**config.mk**
```make
export PLATFORM = sky130hd
export DESIGN_NAME = ps2_key_fifo
export DESIGN_NICKNAME = d
export VERILOG_FILES = /design/src/rtl/ps2_key_fifo.sv
export SDC_FILE = /design/constraint.sdc
export NUM_CORES = 1
export LEC_CHECK = 0
export BUFFER_PORTS_ARGS = -buffer_cell sky130_fd_sc_hd__buf_2
export CAP_MARGIN = 20
export CORE_ASPECT_RATIO = 1.1
export CORE_MARGIN = 2
export CORE_UTILIZATION = 57
export CTS_BUF_LIST = sky130_fd_sc_hd__clkbuf_2
export DETAILED_ROUTE_END_ITERATION = 10
export GPL_TIMING_DRIVEN = 0
export HOLD_SLACK_MARGIN = 0.02
export PLACE_DENSITY = 0.88
export SLEW_MARGIN = 20
export SYNTH_ARGS = -nofsm -noshare
export SYNTH_HDL_FRONTEND = slang
export SYNTH_SLANG_ARGS = --single-unit
```
**constraint.sdc**
```tcl
create_clock -name clk -period 3.8 [get_ports clk]
set_clock_uncertainty 0.05 [all_clocks]
set_input_delay 0.76 -clock clk [delete_from_list [all_inputs] [get_ports clk]]
set_output_delay 0.76 -clock clk [all_outputs]
set_load 0.01 [all_outputs]
```
**src/rtl/ps2_key_fifo.sv**
```systemverilog
// Purpose : decode PS/2 set-2 make codes into key values and queue them for the CPU in-port.
// Latency : push visible on status/num/count 1 cycle after code_stb; pop visible 1 cycle after control rises.
// Backpres: none upstream; keys arriving while full are dropped and flagged on sticky overflow.
//
// Ports:
//   clk, rst_n      board clock, asynchronous active-low reset
//   code, code_stb  ps2 shift pair ([7:0] newest, [15:8] previous) and its update strobe
//   control         CPU pop request level; each rising edge pops one entry
//   flush           synchronous clear of queue contents and overflow (held key kept)
//   status          queue non-empty
//   num             head entry value, 0 when empty
//   count           occupancy 0..DEPTH
//   overflow        sticky, set when a valid key is dropped because the queue is full
module ps2_key_fifo #(
    parameter int DEPTH     = 8,
    parameter int NUM_WIDTH = 4,
    parameter int HEX_MODE  = 0,
    parameter int REPEAT_EN = 0
) (
    input  logic                       clk,
    input  logic                       rst_n,
    input  logic [15:0]                code,
    input  logic                       code_stb,
    input  logic                       control,
    input  logic                       flush,
    output logic                       status,
    output logic [NUM_WIDTH-1:0]       num,
    output logic [$clog2(DEPTH):0]     count,
    output logic                       overflow
);

    localparam int PW = $clog2(DEPTH);
    localparam int CW = PW + 1;

    logic [NUM_WIDTH-1:0] mem [DEPTH];
    logic [PW-1:0]        wr_ptr;
    logic [PW-1:0]        rd_ptr;
    logic [CW-1:0]        cnt;
    logic                 ovf;
    logic                 held_vld;
    logic [7:0]           held_code;
    logic                 control_q;

    logic                 map_vld;
    logic [NUM_WIDTH-1:0] map_val;
    logic                 is_break;
    logic                 is_ext;
    logic                 make_vld;
    logic                 is_repeat;
    logic                 push_key;
    logic                 pop_req;
    logic                 do_pop;
    logic                 do_push;
    logic                 full;
    logic                 empty;

    // Make-code lookup; hex letters only exist when HEX_MODE is set.
    always_comb begin
        map_vld = 1'b0;
        map_val = '0;
        case (code[7:0])
            8'h45: begin map_vld = 1'b1; map_val = NUM_WIDTH'(0);  end
            8'h16: begin map_vld = 1'b1; map_val = NUM_WIDTH'(1);  end
            8'h1E: begin map_vld = 1'b1; map_val = NUM_WIDTH'(2);  end
            8'h26: begin map_vld = 1'b1; map_val = NUM_WIDTH'(3);  end
            8'h25: begin map_vld = 1'b1; map_val = NUM_WIDTH'(4);  end
            8'h2E: begin map_vld = 1'b1; map_val = NUM_WIDTH'(5);  end
            8'h36: begin map_vld = 1'b1; map_val = NUM_WIDTH'(6);  end
            8'h3D: begin map_vld = 1'b1; map_val = NUM_WIDTH'(7);  end
            8'h3E: begin map_vld = 1'b1; map_val = NUM_WIDTH'(8);  end
            8'h46: begin map_vld = 1'b1; map_val = NUM_WIDTH'(9);  end
            8'h1C: begin map_vld = (HEX_MODE != 0); map_val = NUM_WIDTH'(10); end
            8'h32: begin map_vld = (HEX_MODE != 0); map_val = NUM_WIDTH'(11); end
            8'h21: begin map_vld = (HEX_MODE != 0); map_val = NUM_WIDTH'(12); end
            8'h23: begin map_vld = (HEX_MODE != 0); map_val = NUM_WIDTH'(13); end
            8'h24: begin map_vld = (HEX_MODE != 0); map_val = NUM_WIDTH'(14); end
            8'h2B: begin map_vld = (HEX_MODE != 0); map_val = NUM_WIDTH'(15); end
            default: begin map_vld = 1'b0; map_val = '0; end
        endcase
    end

    // Break is checked first so "F0 xx" never reaches the make path; a bare
    // F0/E0 byte or anything following an E0 prefix is dropped outright.
    assign is_break  = (code[15:8] == 8'hF0);
    assign is_ext    = (code[7:0] == 8'hF0) || (code[7:0] == 8'hE0) || (code[15:8] == 8'hE0);
    assign make_vld  = code_stb && !is_break && !is_ext && map_vld;
    assign is_repeat = held_vld && (held_code == code[7:0]);
    assign push_key  = make_vld && ((REPEAT_EN != 0) || !is_repeat);

    assign pop_req = control && !control_q;
    assign empty   = (cnt == '0);
    assign full    = (cnt == CW'(DEPTH));
    assign do_pop  = !flush && pop_req && !empty;
    // A pop in the same cycle frees the slot, so a full queue still accepts.
    assign do_push = !flush && push_key && (!full || do_pop);

    always_ff @(posedge clk or negedge rst_n) begin
        if (!rst_n) begin
            wr_ptr    <= '0;
            rd_ptr    <= '0;
            cnt       <= '0;
            ovf       <= 1'b0;
            held_vld  <= 1'b0;
            held_code <= '0;
            control_q <= 1'b0;
        end else begin
            control_q <= control;

            if (code_stb && is_break) begin
                if (held_vld && (held_code == code[7:0])) begin
                    held_vld <= 1'b0;
                end
            end else if (make_vld) begin
                held_vld  <= 1'b1;
                held_code <= code[7:0];
            end

            if (flush) begin
                wr_ptr <= '0;
                rd_ptr <= '0;
                cnt    <= '0;
                ovf    <= 1'b0;
            end else begin
                if (do_push) begin
                    wr_ptr <= wr_ptr + PW'(1);
                end
                if (do_pop) begin
                    rd_ptr <= rd_ptr + PW'(1);
                end
                if (do_push && !do_pop) begin
                    cnt <= cnt + CW'(1);
                end else if (do_pop && !do_push) begin
                    cnt <= cnt - CW'(1);
                end
                if (push_key && full && !do_pop) begin
                    ovf <= 1'b1;
                end
            end
        end
    end

    // Storage carries no reset; empty masking below hides stale contents.
    always_ff @(posedge clk) begin
        if (do_push) begin
            mem[wr_ptr] <= map_val;
        end
    end

    assign status   = !empty;
    assign num      = empty ? '0 : mem[rd_ptr];
    assign count    = cnt;
    assign overflow = ovf;

endmodule

```
==> impl_metrics.tcl <==
set metrics [dict create \
    synthMuxAreaShare_pct 11.7 \
    reg2reg_from "count[1]" \
    place_hpwl_mm 4.18 \
    synthSimpleGateAreaFrac_pct 18.4 \
    p_per_area_mw_per_mm2 335 \
    setup_violations 0 \
    vdd_drop_max_mv 0.291 \
    ys_top_cells_by_area "edfxtp_1, dfrtp_1, mux4_2" \
    worst-setup-path-type "in2reg" \
    layout_common_cells "edfxtp_1, buf_2, nor2_1, dfrtp_1" \
    fin_hold_ws_ns 0.177 \
    insertedDiodeCount 0 \
    grt_max_degree 22 \
    rsz0062_at_grt "false" \
    synth_top_family_by_area "simple AND/OR/NAND/NOR gates" \
    viasPerCell 6.09 \
    htreeDepth 2 \
    dieArea_mm2 0.00569 \
    cp_data_required_time_ns 4.13 \
    avgSynthCellArea_um2 11.6 \
    worstPathArrival_ns 3.73 \
    die_h_um 78.9 \
    drt_wl_total_mm 5.59 \
    crit_path_max_fanout 10 \
    grt_pass1_wl_mm 9.44 \
    drive_above_1_share_pct 22.8 \
    clock_latency_ns 0.44 \
    ant_nets 0 \
    wl_per_cell_um 16.3 \
    placed_area_mm2 0.00311 \
    antenna_found_initial 0 \
    power.total_mw 1.06 \
    synthAdderAreaFrac_pct 2.41 \
    yosysTopAreaCell "edfxtp_1" \
    holdBufCountCts 0 \
    relSlewSlack_pct 32.7 \
    status "complete, no violations" \
    startpoint_type "primary input" \
    end_kind "flip-flop" \
    final-hold-violation-count 0 \
    power_leakage_nw 1.18 \
    rr_worst_depth 11 \
    crit_path_start "code[2]" \
    die_x_um 72.1 \
    grt_pass1_vias 1999 \
    synth_compound_area_share_pct 8.81 \
    num_rows 27 \
    cts_buffers 5 \
    grt_use_total_pct 21.4 \
    synth_area_mm2 0.00291 \
    start_util_pct 58.6 \
    tightestPinTransition_ns 1.00 \
    final_common_cell "edfxtp_1" \
    synth_cell_types 50 \
    drv_slew 0 \
    fmax_mhz 294 \
    vias 2089 \
    ys_seq_area_share_pct 51.1 \
    grt_overflow 0 \
    coreArea_mm2 0.00497 \
    yosys.area.top_type_share_pct 33.0 \
    fin_crit_sh_pct 89.4 \
    synthArstFlopShare_pct 39.6 \
    synth-main-ff-cell "edfxtp_1" \
    clk_pin_slew_ns 0.24 \
    ios 31 \
    fin_setup_tns_ns 0 \
    fin_nets 310 \
    fin_crit_ns 3.40 \
    synth-edff-count 32 \
    clock_path_buffers 2 \
    initialDrtViolationCount 148 \
    ys_warn_count 0 \
    gp_congestion 0.943 \
    synth_seq_cells 53 \
    maxCapViolCount 0 \
    cts.sinks 53 \
    drc 0 \
    fin_area_mm2 0.00317 \
    firstDrtPassIters 5 \
    hold_path.class "in2async" \
    synthXorXnorAreaFrac_pct 3.91 \
    portBuffers 26 \
    root_buffer "clkbuf_2" \
    cts_tree "yes" \
    syn_nets 276 \
    area_growth_pct 9.07 \
    syn_inst 250 \
]
[synth_stat cells, types with 5 or more instances]
cell type,n
a21oi_1,13
clkbuf_1,9
dfrtp_1,21
edfxtp_1,32
inv_1,8
mux2_2,9
mux2i_1,6
mux4_2,8
nand2_1,13
nand2b_1,7
nand3_1,7
nor2_1,22
nor2b_1,5
nor3_1,9
o21ai_0,10
xnor2_1,10
[final cells by class]
| class | instances | area, um^2 |
|---|---|---|
| inverters | 8 | 30.0 |
| well taps | 58 | 72.6 |
| multi-input cells | 174 | 1340 |
| clock inverters | 3 | 12.5 |
| plain buffers | 15 | 75.1 |
| repair buffers | 27 | 135 |
| flip-flops and latches | 53 | 1490 |
| fillers | 369 | 1790 |
| clock buffers | 5 | 25.0 |
[path summary, 6_finish.rpt]
kind	slack, ns	endpoint
worst max-delay path	0.40	count[3]
worst min-delay path	0.18	held_code[7]
worst max register to register	0.52	count[3]
worst min register to register	0.48	held_code[2]
max in group asynchronous	3.20	held_code[3]
min in group clk	0.37	control_q
[state kept, by name (all words and copies together) (netlist names)]
| register | flops |
|---|---|
| control_q | 1 |
| count | 4 |
| held_code | 8 |
| held_vld | 1 |
| mem | 32 |
| overflow | 1 |
| rd_ptr | 3 |
| wr_ptr | 3 |
[through the flow]
stage               cells  worst slack, ns  util (%)
floorplan             250            0.319         -
global placement      334         -0.00836      62.7
detailed placement    334          -0.0525      62.7
CTS                   342            0.403      63.4
global route          343            0.157      63.9
finish                343            0.404      63.9
[cells by family (layout without fill, tap and decap cells)]
| family | Yosys count | in the layout |
|---|---|---|
| xor+xnor | 13 | 13 |
| simple gates | 96 | 96 |
| flops | 53 | 53 |
| fa+ha+maj | 5 | 5 |
| mux | 23 | 23 |
| buf+inv | 23 | 58 |
| compound gates | 37 | 37 |
[where the power goes]
part / internal [mW] / total, mW / switching, mW
sequential: 0.635 / 0.655 / 0.0199
combinational: 0.0939 / 0.199 / 0.105
clock: 0.0403 / 0.209 / 0.169
[metal layers]
metal,routed length (um),up-vias,global-route usage [%]
met3,243,9,4.06
met5,0,-,0
li1,-,998,-
met1,2360,1009,27.0
met4,74,0,6.04
met2,2910,73,37.5
[critical path, stage by stage]
cell      delay (ns)
buf_2           0.09
buf_2           0.22
and3b_1         0.27
and4_1          0.21
inv_1           0.08
a311oi_4        0.49
nand3_1         0.21
ha_1            0.31
a21o_1          0.17
a21oi_1         0.34
nand3b_1        0.12
mux2_2          0.28
a31oi_1         0.17
[what timing repair did]
item / in CTS / in global routing
setup endpoints to repair: 0 / 1
buffers inserted: 0 / 0
resized for setup: 0 / 1
No activity file was read; power rests on OpenSTA's default activity.
